**src/rtl/demux_stream_scheduler.sv**
```systemverilog
// demux_stream_scheduler
//   Takes a word stream from one producer through a valid/ready handshake,
//   resolves a destination channel at accept time (addressed or round-robin
//   over enabled channels) and offers the held word on exactly one of NCH
//   output channels. Words addressed to a disabled channel are consumed and
//   counted in a saturating drop counter.
//
// Ports
//   clk        system clock, rising edge
//   rst_n      synchronous active-low reset
//   mode       0 = addressed (in_dest), 1 = round-robin over ch_en
//   ch_en      per-channel enable mask
//   in_valid   producer has a word
//   in_ready   block takes a word this cycle
//   in_data    producer word
//   in_dest    destination channel (addressed mode)
//   out_valid  one-hot, held word offered to channel i
//   out_ready  per-channel consumer accept
//   out_data   held word, shared by all channels
//   drop_cnt   saturating count of words dropped to disabled channels
//   busy       holding register occupied
module demux_stream_scheduler #(
  parameter int W      = 8,
  parameter int DROP_W = 8
) (
  input  logic              clk,
  input  logic              rst_n,
  input  logic              mode,
  input  logic [7:0]        ch_en,
  input  logic              in_valid,
  output logic              in_ready,
  input  logic [W-1:0]      in_data,
  input  logic [2:0]        in_dest,
  output logic [7:0]        out_valid,
  input  logic [7:0]        out_ready,
  output logic [W-1:0]      out_data,
  output logic [DROP_W-1:0] drop_cnt,
  output logic              busy
);

  localparam int NCH = 8;

  typedef enum logic {EMPTY = 1'b0, FULL = 1'b1} state_e;

  state_e     state, state_nxt;
  logic [2:0] cur_dest;
  logic [2:0] rr_ptr;
  logic [2:0] rr_dest;
  logic [2:0] dest;
  logic       deliver;
  logic       accept;
  logic       drop;
  logic       store;
  logic       rr_hit;

  // First enabled channel strictly after rr_ptr, wrapping 7 -> 0. The last
  // candidate (i == NCH) is rr_ptr itself, so a single enabled channel is
  // granted repeatedly.
  always_comb begin
    rr_dest = rr_ptr;
    rr_hit  = 1'b0;
    for (int i = 1; i <= NCH; i++) begin
      if (!rr_hit && ch_en[rr_ptr + 3'(i)]) begin
        rr_dest = rr_ptr + 3'(i);
        rr_hit  = 1'b1;
      end
    end
  end

  // Handshake / next-state. A deliver in the same cycle frees the register,
  // so a FULL block can take the next word without a bubble.
  always_comb begin
    state_nxt = state;
    deliver   = (state == FULL) && out_ready[cur_dest];
    in_ready  = !(mode && (ch_en == '0)) && ((state == EMPTY) || deliver);
    accept    = in_valid && in_ready;
    dest      = mode ? rr_dest : in_dest;
    drop      = accept && !mode && !ch_en[in_dest];
    store     = accept && !drop;
    if (store)        state_nxt = FULL;
    else if (deliver) state_nxt = EMPTY;
  end

  always_ff @(posedge clk) begin
    if (!rst_n) begin
      state    <= EMPTY;
      out_data <= '0;
      cur_dest <= '0;
      rr_ptr   <= 3'd7;
      drop_cnt <= '0;
    end else begin
      state <= state_nxt;
      if (store) begin
        out_data <= in_data;
        cur_dest <= dest;
      end
      if (accept && mode) rr_ptr <= rr_dest;
      if (drop && (drop_cnt != '1)) drop_cnt <= drop_cnt + 1'b1;
    end
  end

  assign busy = (state == FULL);

  for (genvar c = 0; c < NCH; c++) begin : g_ch
    assign out_valid[c] = busy && (cur_dest == 3'(c));
  end

endmodule

```
**config.mk**
```make
export PLATFORM = sky130hd
export DESIGN_NAME = demux_stream_scheduler
export DESIGN_NICKNAME = d
export VERILOG_FILES = /design/src/rtl/demux_stream_scheduler.sv
export SDC_FILE = /design/constraint.sdc
export NUM_CORES = 1
export LEC_CHECK = 0
export CORE_MARGIN = 1
export CORE_UTILIZATION = 50
export CTS_BUF_LIST = sky130_fd_sc_hd__clkbuf_4 sky130_fd_sc_hd__clkbuf_8
export DETAILED_ROUTE_END_ITERATION = 12
export PLACE_DENSITY = 0.83
export RECOVER_POWER = 100
export SLEW_MARGIN = 20
export SYNTH_ARGS = -nofsm -noshare
export SYNTH_HDL_FRONTEND = slang
export SYNTH_SLANG_ARGS = --single-unit
```
**constraint.sdc**
```tcl
create_clock -name clk -period 3.2 [get_ports clk]
set_input_delay 0.32 -clock clk [delete_from_list [all_inputs] [get_ports clk]]
set_output_delay 0.32 -clock clk [all_outputs]
set_load 0.01 [all_outputs]
```
# Yosys cells after proc, flatten, opt, wreduce, memory -nomap -nowiden
# Cells that the tools add are included.
dict set report totals {
  elab_cells 109
  output_inout_bits 26
  inputBits 31
  ff_bits 23
}
dict set report classes {
  eq_ne 8
  n_mux 38
  n_lt_le_gt_ge 10
  addsub 8
  bitwise 1
  reduce_logical 39
}
# cell n
set ops {}
lappend ops {{$lt A3 B4 Y1 const B} 10}
lappend ops {{$bmux W1 S3} 10}
lappend ops {{$mux W3} 9}
lappend ops {{$logic_and A1 B1 Y1} 24}
lappend ops {{$mux W1} 19}
lappend ops {{$add A3 B3 Y3 const B} 4}
lappend ops {{$eq A3 B3 Y1 const B} 4}
lappend ops {{$logic_not A1 Y1} 11}
lappend ops {{$add A8 B1 Y8 const B} 1}
lappend ops {{$logic_not A8 Y1} 1}
lappend ops {{$ne A8 B8 Y1 const B} 1}
lappend ops {{$add A3 B2 Y3 const B} 2}
lappend ops {{$eq A3 B2 Y1 const B} 2}
lappend ops {{$add A3 B1 Y3 const B} 1}
lappend ops {{$eq A3 B1 Y1 const B} 1}
lappend ops {{$logic_not A3 Y1} 1}
lappend ops {{$reduce_bool A2 Y1} 1}
lappend ops {{$logic_or A1 B1 Y1} 1}
lappend ops {{$not A1 Y1} 1}

# Longest topological paths before layout
dict set report depth {
  word_depth 26
  depth_mapped 11
  mapped_depth_nobuf 9
}

# Least setup slack after synthesis
# No wires, ideal clock.
dict set report synth_timing {
  kind {register to register}
  from {register rr_ptr[1]}
  to {register rr_ptr[1]}
  required_ps 3080
  path_stages_with_launch 11
  synth_period_minus_slack_ps 2652
  setup_time_ps 120
  path_slack_ps 548
  t_arrival_ps 2532
  path_buffers 2
  cell_sequence {dfxtp_1 -> buf_2 -> inv_1 -> ha_1 -> buf_2 -> mux4_2 -> or3b_1 -> a21oi_4 -> and3_1 -> a21oi_1 -> o31a_1}
}
dict set report synth_between {
  elab_chain_len 25
  word_cells_on_any_way 52
  classes_between {7 x add/sub; 31 x mux; 14 x reduce/logical}
}
# item line
set synth_lines {}
lappend synth_lines {{from (decl)} 47} ;# logic [2:0] rr_ptr;
lappend synth_lines {{from (signal assigned)} 97} ;# if (accept && mode) rr_ptr <= rr_dest;
lappend synth_lines {{$add A3 B1 Y3} {63, 64}}
lappend synth_lines {{$bmux W1 S3} 63} ;# if (!rr_hit && ch_en[rr_ptr + 3'(i)]) begin
lappend synth_lines {{$mux W1 (not written as such)} 63}
lappend synth_lines {{$mux W1} 63}
lappend synth_lines {{$logic_not A1 Y1} 63}
lappend synth_lines {{$logic_and A1 B1 Y1} 63}
lappend synth_lines {{$mux W1} 63}
lappend synth_lines {{$logic_not A1 Y1} 63}
lappend synth_lines {{[9 not listed]} n/a}
lappend synth_lines {{$logic_and A1 B1 Y1} 63}
lappend synth_lines {{$mux W1} 63}
lappend synth_lines {{$logic_not A1 Y1} 63}
lappend synth_lines {{$logic_and A1 B1 Y1} 63}
lappend synth_lines {{$mux W1} 63}
lappend synth_lines {{$logic_not A1 Y1} 63}
lappend synth_lines {{$logic_and A1 B1 Y1} 63}
lappend synth_lines {{$mux W3 (*)} 63}
# Mark *: on every way between the ends. The rest lies on a longest branch, timed or not. The select of a mux whose other input is x is not followed.
# A chain may end at the register's enable or synchronous reset.

# Worst setup path after layout
dict set report layout_timing {
  from {input port in_dest[2]}
  to {register drop_cnt[7]}
}
dict set report layout_between {
  elab_chain_len 5
}
# item line
set layout_lines {}
lappend layout_lines {{from (decl)} 33} ;# input logic [2:0] in_dest,
lappend layout_lines {{$bmux W1 S3} 78} ;# drop = accept && !mode && !ch_en[in_dest];
lappend layout_lines {{$mux W1 (not written as such)} 78}
lappend layout_lines {{$logic_not A1 Y1} 78}
lappend layout_lines {{$logic_and A1 B1 Y1} 78}
lappend layout_lines {{$logic_and A1 B1 Y1} 98} ;# if (drop && (drop_cnt != '1)) drop_cnt <= drop_cnt + 1'b1;
lappend layout_lines {{to (signal assigned)} 98}
lappend layout_lines {{to (decl)} 37} ;# output logic [DROP_W-1:0] drop_cnt,
# No other way between the ends. The select of a mux whose other input is x is not followed.

==> results by group <==
Power and ir drop
  – P_sw: 801 uW
  – Int Pwr: between 900 and 1000 uW
  – Power Total: between 1500 and 2000 uW
  – Logic gate share of total power: 66.8%
  – PwrDens: approximately 670 mW/mm2
  – Reg power frac: ~22%
  – LEAKAGE: around 0.0011 uW
  – Worst VDD drop: ~580 uV
  – Sw frac: 45.8%
  – Clock group share of total power: between 10% and 20%

Routing
  – DR DRC count: 0
  – Via count: slightly below 2k
  – Per-cell routed wire length: approximately 16 um
  – Via-to-Cell Ratio: 6.03
  – Detail Route Antenna Nets: 0
  – TritonRoute pass-1 iters: 4
  – WL final: between 5 and 6 mm
  – Initial drt markers: slightly above 80

Finish
  – Share of layout cells above drive strength 1: 7.97%
  – Area grow syn2layout: 31.3%
  – Inserted Diodes: 0
  – Area of the multi-input gates: ~0.0014 mm2
  – Most frequent cells in the layout: clkdlybuf4s50_1 (28), dlygate4sd3_1 (28), dfxtp_1 (23), nand2_1 (19), mux2i_1 (15)
  – Fin util: 69.9%
  – Nets@finish: 311
  – Fin area: roughly 0.0026 mm2
  – Non-filler cells, final: about 320
  – # fillers: slightly above 300
  – Storage element area: between 400 and 500 um2

Clocking
  – CTS sink cnt: 23
  – Hold_buf cts: 0
  – Post_cts resized: 0
  – Max H-tree Level: 1
  – CTS root buf: clkbuf_8
  – Max Root-Sink Buffers: 2
  – Skew-Pair Late Insertion Delay: 0.26 ns
  – Num CTS Buffers: 3
  – CTS tree: built
  – Clock Pin Slew Worst Setup and Hold Paths: about 0.08 ns
  – Post-CTS setup buffer count: 0

Floorplanning
  – I/O pins: between 50 and 60
  – Initial Util: between 50% and 60%
  – Die footprint: 0.00424 mm2
  – Die span in x: 65.1 um
  – Core Box Area: ~0.0037 mm2
  – Die H: about 65 um
  – Standard-cell rows: 22

STA
  – Final Setup Violations: 0
  – Min cycle time layout: between 2 and 3 ns
  – Pin slew with the least headroom to its limit: between 0.7 and 0.8 ns
  – Final Hold Fails: 0
  – Setup TNS: 0 ns
  – Max Clk Rate: ~360 MHz
  – Unrepaired setup endpoints after global routing: no
  – Final Slew Violations: 0
  – Clock Skew: about 0.0029 ns
  – Fin crit share: between 80 and 90%
  – Relative slew slack: between 40% and 50%

Worst hold path
  – Min-delay src: out_data[6]
  – Hold Path Depth: 2
  – HP Class: register to register

Synthesis
  – Ys async rst share: 0%
  – Ys Warns: 0
  – Sequential area share after synthesis: between 20% and 30%
  – #FFs+latches synth: 23
  – EDFF count, synth: 0
  – Mapped Cells: 224
  – Netlist Area Pre-Place: around 0.002 mm2
  – Yosys cell types: 51
  – Commonest register cell after synthesis: dfxtp_1
  – Syn_nets: approximately 260
  – Syn Area/Cell: 8.90 um2

Global route
  – Initial antenna violation count: 0
  – Largest net degree at the start of global routing: 27
  – Vias in the first global route: between 1.5k and 2k
  – GRT Residual Overflow: 0
  – Total track usage: approximately 26%
  – First-pass GRT wire length: between 8 and 9 mm

Setup path
  – CP Data Required Time: between 3 and 4 ns
  – FF-to-FF path depth: 9
  – Critical-path maximum fanout: 9
  – Startpoint types: primary input
  – R2r startpoint: rr_ptr[0]
  – Critical path class: primary input to register
  – Worst setup path start: in_dest[2]
  – Worst EP arrival: slightly below 3 ns
  – Crit end category: register

Placed design
  – Port-buffer cells: 56
  – Placed insts: 320
  – Placement-stage cell area: about 0.0026 mm2
  – Post-DP HPWL: 3.90 mm
  – Routability cong.: 0.882

Run
  – Max Cap Viol: 0

Status
  – Outcome: finished clean
-- state kept, by name (all words and copies together) (netlist names) --
register,flops
drop_cnt,8
out_data,8
cur_dest,3
rr_ptr,3
busy,1
-- final timing paths --
path                       to  slack (ns)
hold reg to reg   out_data[6]        0.52
setup reg to reg    rr_ptr[2]        0.48
setup / recovery  drop_cnt[7]        0.39
hold / removal    out_data[6]        0.52
-- cells in the mapped netlist (all sizes together) (2+ instances only) --
| cell type | instances | area [um2] |
|---|---|---|
| and2 | 11 | 68.8 |
| mux4 | 14 | 327 |
| o22ai | 2 | 12.5 |
| a21oi | 12 | 71.3 |
| nand2b | 6 | 37.5 |
| ha | 3 | 37.5 |
| mux2i | 16 | 164 |
| xor2 | 7 | 61.3 |
| a211oi | 2 | 20.0 |
| o31ai | 2 | 15.0 |
| xnor2 | 4 | 35.0 |
| clkbuf | 5 | 18.8 |
| nor2b | 13 | 81.3 |
| dfxtp | 23 | 460 |
| nand2 | 19 | 71.3 |
| nand4 | 6 | 37.5 |
| o211ai | 5 | 42.5 |
| buf | 7 | 43.8 |
| inv | 9 | 33.8 |
| o21ai | 7 | 35.0 |
| nand3b | 2 | 15.0 |
| nor3 | 8 | 40.0 |
| nor2 | 13 | 48.8 |
| nor4 | 2 | 12.5 |
| a21boi | 2 | 15.0 |
| or3 | 3 | 18.8 |
| nand3 | 5 | 25.0 |
| mux2 | 2 | 22.5 |
-- critical path: stages --
cell and delay [ns]:
dlygate4sd3_1 0.65, mux4_2 0.52, and2_0 0.16, a211oi_1 0.33
o211ai_1 0.38, nor3_1 0.36, xor2_1 0.10, and2_1 0.16
-- cells by family after synthesis --
logic type	count (synthesis)	synth area share, %
muxes	32	25.7
AOI/OAI and AO/OA	42	15.1
DFF	23	23.1
xor gates and xnor gates	11	4.83
adders and majority gates	3	1.88
buffers and inverters	21	4.83
and+or+nand+nor	92	24.5
-- power by group through the flow --
| stage | sequential, uW | clock, uW | combinational (uW) |
|---|---|---|---|
| global route | 398 | 207 | 1290 |
| detailed placement | 397 | 0 | 1160 |
| global placement | 394 | 0 | 1140 |
| floorplan | 363 | 0 | 926 |
| finish | 390 | 191 | 1170 |
| CTS | 389 | 195 | 1170 |
-- stage by stage --
stage | hold slack [ns] | setup WS, ns
3_5_place_dp | 0.505 | 0.349
6_report | 0.516 | 0.388
5_1_grt | 0.554 | 0.272
4_1_cts | 0.530 | 0.509
2_1_floorplan | 0.458 | 0.548
3_3_place_gp | 0.499 | 0.419
-- layer usage --
metal | vias up | routed length [um] | global-route usage [%] | share of wire (%)
li1 | 940 | - | - | -
met1 | 941 | 2320 | 36.6 | 45
met2 | 68 | 2470 | 40.4 | 48
met3 | 4 | 299 | 5.38 | 5.8
met4 | 0 | 44 | 5.16 | 0.86
met5 | - | 0 | 0 | 0
-- area by class of cell --
class | count | area share, %
repair buffers | 60 | 22.4
inverters | 9 | 1.29
flip-flops and latches | 23 | 17.6
well taps | 48 | 2.30
clock buffers | 4 | 1.87
multi-input cells | 180 | 54.5
No activity file was read; power rests on OpenSTA's default activity.
